`config.mk`:
```
export PLATFORM = sky130hd
export DESIGN_NAME = multicycle_control
export DESIGN_NICKNAME = d
export VERILOG_FILES = /design/src/rtl/mc_pkg.sv /design/src/rtl/mc_wait_timer.sv /design/src/rtl/multicycle_control.sv
export SDC_FILE = /design/constraint.sdc
export NUM_CORES = 1
export LEC_CHECK = 0
export ABC_AREA = 1
export BUFFER_PORTS_ARGS = -buffer_cell sky130_fd_sc_hd__clkbuf_2
export CAP_MARGIN = 20
export CORE_MARGIN = 2
export CORE_UTILIZATION = 48
export CTS_CLUSTER_SIZE = 16
export DETAILED_ROUTE_END_ITERATION = 8
export PLACE_DENSITY = 0.77
export REMOVE_ABC_BUFFERS = 1
export SLEW_MARGIN = 5
export SYNTH_ARGS = -nofsm -noshare
export SYNTH_HDL_FRONTEND = slang
export SYNTH_SLANG_ARGS = --single-unit
```
`constraint.sdc`:
```
create_clock -name clk -period 1.7 [get_ports clk]
set_clock_uncertainty 0.1 [all_clocks]
set_input_delay 0.34 -clock clk [delete_from_list [all_inputs] [get_ports clk]]
set_output_delay 0.34 -clock clk [all_outputs]
set_load 0.05 [all_outputs]
```
`src/rtl/mc_pkg.sv`:
```
// Shared encodings for the multicycle MIPS control unit: state codes, opcodes,
// ALU/mux select values and the bundled datapath control word.
package mc_pkg;

  localparam logic [3:0] ST_IDLE   = 4'd0;
  localparam logic [3:0] ST_FETCH  = 4'd1;
  localparam logic [3:0] ST_DECODE = 4'd2;
  localparam logic [3:0] ST_MEMADR = 4'd3;
  localparam logic [3:0] ST_MEMRD  = 4'd4;
  localparam logic [3:0] ST_MEMWB  = 4'd5;
  localparam logic [3:0] ST_MEMWR  = 4'd6;
  localparam logic [3:0] ST_EXEC   = 4'd7;
  localparam logic [3:0] ST_ALUWB  = 4'd8;
  localparam logic [3:0] ST_BRANCH = 4'd9;
  localparam logic [3:0] ST_JUMP   = 4'd10;

  localparam logic [5:0] OP_RTYPE = 6'b000000;
  localparam logic [5:0] OP_LW    = 6'b100011;
  localparam logic [5:0] OP_SW    = 6'b101011;
  localparam logic [5:0] OP_BEQ   = 6'b000100;
  localparam logic [5:0] OP_J     = 6'b000010;

  localparam logic [1:0] ALU_ADD   = 2'b00;
  localparam logic [1:0] ALU_SUB   = 2'b01;
  localparam logic [1:0] ALU_FUNCT = 2'b10;

  localparam logic [1:0] SRCB_REG     = 2'b00;
  localparam logic [1:0] SRCB_FOUR    = 2'b01;
  localparam logic [1:0] SRCB_IMM     = 2'b10;
  localparam logic [1:0] SRCB_IMM_SH2 = 2'b11;

  localparam logic [1:0] PCSRC_ALU    = 2'b00;
  localparam logic [1:0] PCSRC_ALUOUT = 2'b01;
  localparam logic [1:0] PCSRC_JUMP   = 2'b10;

  typedef struct packed {
    logic       pc_write;
    logic       pc_write_cond;
    logic       i_or_d;
    logic       mem_read;
    logic       mem_write;
    logic       ir_write;
    logic       mem_to_reg;
    logic       reg_dst;
    logic       reg_write;
    logic       alu_src_a;
    logic [1:0] alu_src_b;
    logic [1:0] alu_op;
    logic [1:0] pc_source;
    logic       illegal_op;
    logic       mem_timeout;
  } ctrl_t;

  function automatic logic is_mem_state(input logic [3:0] s);
    return (s == ST_FETCH) || (s == ST_MEMRD) || (s == ST_MEMWR);
  endfunction

endpackage

```
`src/rtl/mc_wait_timer.sv`:
```
// Memory wait counter: counts stalled cycles, flags expiry combinationally
// when the count reaches TIMEOUT_CYCLES while still waiting (0 = never expires).
module mc_wait_timer
  import mc_pkg::*;
#(
  parameter int TIMEOUT_CYCLES = 255
) (
  input  logic clk,
  input  logic rst_n,
  input  logic clear,
  input  logic waiting,
  output logic expired
);

  localparam int CW = (TIMEOUT_CYCLES > 0) ? $clog2(TIMEOUT_CYCLES + 1) : 1;
  localparam logic [CW-1:0] LIMIT = CW'(TIMEOUT_CYCLES);

  logic [CW-1:0] count_q, count_d;

  always_comb begin
    count_d = count_q;
    if (clear) begin
      count_d = '0;
    end else if (waiting) begin
      count_d = count_q + 1'b1;
    end
  end

  always_ff @(posedge clk or negedge rst_n) begin
    if (!rst_n) begin
      count_q <= '0;
    end else begin
      count_q <= count_d;
    end
  end

  assign expired = (TIMEOUT_CYCLES != 0) && waiting && (count_q == LIMIT);

endmodule

```
`src/rtl/multicycle_control.sv`:
```
// Multicycle MIPS control FSM (R-type, lw, sw, beq; j when JUMP_EN is defined).
// Controls decode from the state register; memory states stall on mem_ready and abandon after TIMEOUT_CYCLES.
module multicycle_control
  import mc_pkg::*;
#(
  parameter int TIMEOUT_CYCLES = 255
) (
  input  logic       clk,
  input  logic       rst_n,
  input  logic [5:0] op,
  input  logic       mem_ready,
  output logic       pc_write,
  output logic       pc_write_cond,
  output logic       i_or_d,
  output logic       mem_read,
  output logic       mem_write,
  output logic       ir_write,
  output logic       mem_to_reg,
  output logic       reg_dst,
  output logic       reg_write,
  output logic       alu_src_a,
  output logic [1:0] alu_src_b,
  output logic [1:0] alu_op,
  output logic [1:0] pc_source,
  output logic       illegal_op,
  output logic       mem_timeout,
  output logic [3:0] state
);

  logic [3:0] state_q, state_d;
  logic       is_sw_q, is_sw_d;
  logic       in_mem, waiting, clear, expired, op_legal;
  ctrl_t      ctl;

  assign in_mem  = is_mem_state(state_q);
  assign waiting = in_mem && !mem_ready;
  // A retried or abandoned access starts its next wait from zero.
  assign clear   = !in_mem || mem_ready || expired;

  mc_wait_timer #(
    .TIMEOUT_CYCLES(TIMEOUT_CYCLES)
  ) u_wait_timer (
    .clk    (clk),
    .rst_n  (rst_n),
    .clear  (clear),
    .waiting(waiting),
    .expired(expired)
  );

  always_comb begin
    op_legal = (op == OP_RTYPE) || (op == OP_LW) || (op == OP_SW) || (op == OP_BEQ);
`ifdef JUMP_EN
    op_legal = op_legal || (op == OP_J);
`endif
  end

  always_comb begin
    state_d = state_q;
    is_sw_d = is_sw_q;
    case (state_q)
      ST_IDLE:   state_d = ST_FETCH;
      ST_FETCH: begin
        if (mem_ready)    state_d = ST_DECODE;
        else if (expired) state_d = ST_FETCH;
      end
      ST_DECODE: begin
        is_sw_d = (op == OP_SW);
        case (op)
          OP_RTYPE:     state_d = ST_EXEC;
          OP_LW, OP_SW: state_d = ST_MEMADR;
          OP_BEQ:       state_d = ST_BRANCH;
`ifdef JUMP_EN
          OP_J:         state_d = ST_JUMP;
`endif
          default:      state_d = ST_FETCH;
        endcase
      end
      ST_MEMADR: state_d = is_sw_q ? ST_MEMWR : ST_MEMRD;
      ST_MEMRD: begin
        if (mem_ready)    state_d = ST_MEMWB;
        else if (expired) state_d = ST_FETCH;
      end
      ST_MEMWB:  state_d = ST_FETCH;
      ST_MEMWR: begin
        if (mem_ready || expired) state_d = ST_FETCH;
      end
      ST_EXEC:   state_d = ST_ALUWB;
      ST_ALUWB:  state_d = ST_FETCH;
      ST_BRANCH: state_d = ST_FETCH;
`ifdef JUMP_EN
      ST_JUMP:   state_d = ST_FETCH;
`endif
      default:   state_d = ST_IDLE;
    endcase
  end

  always_comb begin
    ctl = '0;
    case (state_q)
      ST_FETCH: begin
        ctl.mem_read    = 1'b1;
        ctl.alu_src_b   = SRCB_FOUR;
        ctl.alu_op      = ALU_ADD;
        ctl.pc_source   = PCSRC_ALU;
        ctl.ir_write    = mem_ready;
        ctl.pc_write    = mem_ready;
        ctl.mem_timeout = expired;
      end
      ST_DECODE: begin
        ctl.alu_src_b  = SRCB_IMM_SH2;
        ctl.alu_op     = ALU_ADD;
        ctl.illegal_op = !op_legal;
      end
      ST_MEMADR: begin
        ctl.alu_src_a = 1'b1;
        ctl.alu_src_b = SRCB_IMM;
        ctl.alu_op    = ALU_ADD;
      end
      ST_MEMRD: begin
        ctl.mem_read    = 1'b1;
        ctl.i_or_d      = 1'b1;
        ctl.mem_timeout = expired;
      end
      ST_MEMWB: begin
        ctl.reg_write  = 1'b1;
        ctl.mem_to_reg = 1'b1;
      end
      ST_MEMWR: begin
        ctl.mem_write   = 1'b1;
        ctl.i_or_d      = 1'b1;
        ctl.mem_timeout = expired;
      end
      ST_EXEC: begin
        ctl.alu_src_a = 1'b1;
        ctl.alu_src_b = SRCB_REG;
        ctl.alu_op    = ALU_FUNCT;
      end
      ST_ALUWB: begin
        ctl.reg_write = 1'b1;
        ctl.reg_dst   = 1'b1;
      end
      ST_BRANCH: begin
        ctl.alu_src_a     = 1'b1;
        ctl.alu_src_b     = SRCB_REG;
        ctl.alu_op        = ALU_SUB;
        ctl.pc_write_cond = 1'b1;
        ctl.pc_source     = PCSRC_ALUOUT;
      end
`ifdef JUMP_EN
      ST_JUMP: begin
        ctl.pc_write  = 1'b1;
        ctl.pc_source = PCSRC_JUMP;
      end
`endif
      default: ;
    endcase
  end

  always_ff @(posedge clk or negedge rst_n) begin
    if (!rst_n) begin
      state_q <= ST_IDLE;
      is_sw_q <= 1'b0;
    end else begin
      state_q <= state_d;
      is_sw_q <= is_sw_d;
    end
  end

  assign pc_write      = ctl.pc_write;
  assign pc_write_cond = ctl.pc_write_cond;
  assign i_or_d        = ctl.i_or_d;
  assign mem_read      = ctl.mem_read;
  assign mem_write     = ctl.mem_write;
  assign ir_write      = ctl.ir_write;
  assign mem_to_reg    = ctl.mem_to_reg;
  assign reg_dst       = ctl.reg_dst;
  assign reg_write     = ctl.reg_write;
  assign alu_src_a     = ctl.alu_src_a;
  assign alu_src_b     = ctl.alu_src_b;
  assign alu_op        = ctl.alu_op;
  assign pc_source     = ctl.pc_source;
  assign illegal_op    = ctl.illegal_op;
  assign mem_timeout   = ctl.mem_timeout;
  assign state         = state_q;

endmodule

```
==> impl_metrics.py, run 1 <==
metrics = {
    "yosys": {
        "ys_seq_elements": 13,
        "yosys-top-cells-area": "dfrtp_1 (36%), nand2_1 (9.7%), nor2_1 (8.8%)",
        "synth_top_cell_by_area": "dfrtp_1",
        "syn_area_per_cell_um2": 7.39,
        "async_flop_share": 1.00,
        "synth-edff-count": 0,
        "ys_seq_area_frac": 0.364,
        "syn-instance-count": 121,
        "synthesis.area_um2": 895,
        "yosys.area.top_type_share": 0.364,
        "synth.distinct_cells": 23,
        "synth_flop_cell": "dfrtp_1",
        "yosys_warnings": 0,
    },
    "floorplan": {
        "rows": 15,
        "die_width_um": 47.2,
        "ios": 31,
        "initial_core_util": 0.513,
        "die_h_um": 47.2,
    },
    "status": {
        "failed_stage": "5_1_grt",
        "firstError": "[ERROR DPL-0033] detailed placement checks failed during check placement.",
        "outcome": "did not finish",
    },
    "clock_tree": {
        "cts_root_buf": "clkbuf_4",
        "cts_sinks": 13,
        "cts_buffer_depth": 2,
        "numCtsBuffers": 3,
        "cts_htree_levels": 1,
    },
    "sta": {
        "worst_endpoint_kind": "primary output",
        "grt-worst-endpoint": "alu_src_a",
    },
    "placement": {
        "routabilityCongestion": 0.878,
        "dp_hpwl_mm": 1.71,
        "io_buffers": 29,
        "place_area_um2": 1160,
    },
    "global_routing": {
        "grt_max_degree": 14,
        "antenna_found_initial": 0,
    },
}
==> through the flow <==
stage	instances	worst slack, ns	setup TNS [ns]
floorplan	118	-1.38	-12.94
global placement	187	0.0149	0
detailed placement	187	-0.0343	-0.0615
CTS	200	-0.192	-1.72
==> synthesized netlist by cell type (2+ instances only) <==
cell,instances
nand2_1,23
nor2_1,21
inv_1,18
dfrtp_1,13
nand3_1,12
o21ai_0,4
buf_4,3
nand4_1,3
nor3_1,3
nor3_2,3
a21oi_1,2
nand2_4,2
nand3_2,2
nor3b_2,2
xor2_1,2
==> cells by family after synthesis <==
| logic type | share of synthesized area |
|---|---|
| DFF | 0.364 |
| and+or+nand+nor | 0.411 |
| xor gates and xnor gates | 0.0196 |
| adders and majority gates | 0.0140 |
| buffers and inverters | 0.105 |
| other | 0.00419 |
| AOI/OAI and AO/OA | 0.0825 |
==> repair_timing <==
| action | CTS |
|---|---|
| setup buffers | 8 |
| pin swaps | 10 |
| hold buffers | 1 |
| setup endpoints to repair | 17 |
| cloned | 0 |
| hold endpoints to repair | 13 |
| gates resized for setup | 71 |
==> run 2, diff against run 1 <==
Settings changed: CORE_AREA from default to 2 2 63 65, CORE_MARGIN 2 to default, CORE_UTILIZATION 48 to default, CTS_CLUSTER_SIZE 16 to default, DIE_AREA from default to 0 0 65 67, PLACE_DENSITY 0.77 to default, PLACE_DENSITY_LB_ADDON from default to 0.15.
==> impl_metrics.py, run 2 <==
metrics = {
    "detailed_routing": {
        "viasPerCell": 4.39,
        "drc_errors": 0,
        "final_antenna_net_count": 0,
        "drtIter0Drc": 19,
        "vias": 1006,
        "first_pass_iters": 4,
        "post_drt_wl_per_cell_um": 11.8,
        "routed_wl_mm": 2.70,
    },
    "floorplan": {
        "die-area_um2": 4360,
        "ios": 31,
        "coreArea_um2": 3610,
        "die_h_um": 67,
        "rows": 22,
        "initial_core_util": 0.248,
        "die_width_um": 65,
    },
    "finish": {
        "top_register": "u_wait_timer.count_q",
        "final_cell_mix": "buf_4 (25), nand2_1 (18), nor2_1 (14)",
        "largest_reg_flops": 8,
        "drive_gt1_frac": 0.564,
        "fin_nets": 192,
        "area_growth_pct": 91.2,
        "stdcell_count": 229,
        "final_common_cell": "buf_4",
        "antenna_cells": 0,
    },
    "clock_tree": {
        "clkLatencyLatePin_ns": 0.24,
        "clk_pin_slew_ns": 0.05,
        "numCtsBuffers": 3,
        "cts_htree_levels": 1,
        "cts_buffer_depth": 2,
        "cts_root_buf": "clkbuf_8",
        "cts_sinks": 13,
        "cts_tree": "yes",
    },
    "critical_path": {
        "path_delay_family": "flip-flops",
        "critPathCaptureType": "output pin",
        "path_cells": "nor2_4, nand3_2, inv_2, nor2_1, nand2_2, buf_8",
        "required_ns": 1.26,
        "critPathBufInv": 2,
        "cpPeakStageDelay_ns": 0.45,
        "rr_endpoint": "u_wait_timer.count_q[3]",
        "start_kind": "flop",
        "cp.arrival_ns": 1.38,
        "timing.rr.start": "state[3]",
        "r2r_cells": 8,
        "crit_slowest_cell": "dfrtp_2",
        "cp_max_fo": 4,
        "crit_type": "flop to output pin",
        "ff2ff_setup_slack_ns": 0.13,
    },
    "yosys": {
        "synth_commonest_cells": "nand2_1 (23), nor2_1 (21), inv_1 (18), dfrtp_1 (13), nand3_1 (12)",
        "synth-edff-count": 0,
        "synth.distinct_cells": 23,
        "synth_top_cell_by_area": "dfrtp_1",
        "yosys.area.top_type_share": 0.364,
        "yosys-top-cells-area": "dfrtp_1 (36%), nand2_1 (9.7%), nor2_1 (8.8%)",
        "synth_flop_cell": "dfrtp_1",
        "yosys_warnings": 0,
        "ys_seq_area_frac": 0.364,
        "syn_area_per_cell_um2": 7.39,
        "synthesis.area_um2": 895,
        "synth.most_common_cell": "nand2_1",
        "syn-instance-count": 121,
        "ys_seq_elements": 13,
        "async_flop_share": 1.00,
    },
    "sta": {
        "rsz0062_at_grt": "true",
        "max_freq_ghz": 0.551,
        "hold_viol": 0,
        "period_share": 1.07,
        "whs_ns": 0.266,
        "finalSetupViolCount": 10,
        "fin_crit_ns": 1.82,
        "setup_ws_ns": -0.116,
        "maxSlewViolCount": 0,
    },
    "power_and_ir_drop": {
        "p_leak_nw": 0.839,
        "power_density_nw_per_um2": 1670,
        "peakVddDrop_v": 0.000521,
    },
    "placement": {
        "dp_hpwl_mm": 1.85,
        "placedCellCount": 211,
        "io_buffers": 29,
        "routabilityCongestion": 0.779,
    },
    "global_routing": {
        "met3_usage": 0.0186,
        "grt_pass1_wl_mm": 4.32,
        "grt_pass1_vias": 1028,
        "antenna_found_initial": 0,
        "overflow": 0,
        "grt_use_total": 0.128,
        "use_met2": 0.255,
        "use_met1": 0.136,
        "grt_busiest_layer": "met2",
        "grt_max_degree": 14,
    },
    "run": {
        "cap_viol_max_count": 0,
    },
    "hold_path": {
        "hold_path_depth": 3,
        "hp-class": "input port to flop",
        "min_from": "op[1]",
        "hold_end": "is_sw_q",
    },
    "status": {
        "outcome": "finished, violations left",
        "violations": "negative setup slack",
    },
}
run 2: kinds of logic after synthesis:
logic type | after synthesis | share of synthesized area
buffers and inverters | 22 | 0.105
adders and majority gates | 1 | 0.0140
other | 1 | 0.00419
DFF | 13 | 0.364
and+or+nand+nor | 72 | 0.411
AOI/OAI and AO/OA | 10 | 0.0825
xor gates and xnor gates | 2 | 0.0196
run 2: worst max path at each step:
stage	from	end	slack (ns)	cells past startpoint
after detailed placement	state[1]	reg_write	-0.03	4
after CTS	state[3]	mem_timeout	-0.11	7
after floorplan	state[1]	alu_src_a	-1.38	4
after global routing	state[3]	mem_timeout	-0.19	7
after global placement	state[3]	illegal_op	0.01	6
final	state[1]	alu_src_a	-0.12	6
run 2: through the flow:
stage          TNS (ns)  worst slack, ns  power (mW)  area [µm²]   util
3_5_place_dp    -0.0564          -0.0309        1.81        1210  0.336
4_1_cts           -1.09           -0.113        2.50        1550  0.430
5_1_grt           -1.95           -0.194        3.02        1710  0.474
2_1_floorplan    -12.94            -1.38        1.39         872      -
6_report         -0.862           -0.116        2.86        1710  0.474
3_3_place_gp          0           0.0112        1.81        1210  0.336
run 2: timing repair:
action	4_1_cts	5_1_grt
endpoints found under the hold margin	13	0
setup buffers	7	6
endpoints found under the setup margin	17	20
hold buffers	1	0
gates resized for setup	56	38
gates cloned	0	0
pin swaps	5	9
run 2: layer usage:
layer  wire [µm]  vias up
met5           0        -
met2        1520       26
li1            -      509
met4          15        0
met3          89        2
met1        1080      469
run 2: layout make-up:
cell class | instances | area [µm²]
clock inverter | 1 | 5.00
multi-input combinational | 86 | 636
timing repair buffer | 59 | 561
fill | 336 | 1900
inverter | 19 | 81.3
tap | 48 | 60.1
clock buffer | 3 | 41.3
sequential | 13 | 327
run 2: worst min-delay path, cell delays in order:
cell,delay [ns]
clkbuf_2,0.09
nand2_1,0.06
o41ai_1,0.08
run 2: where the power goes:
part           switching, mW  internal [mW]
clock network          0.111          0.162
registers             0.0724          0.374
logic                   1.27          0.872
(Power assumes the default switching activity.)
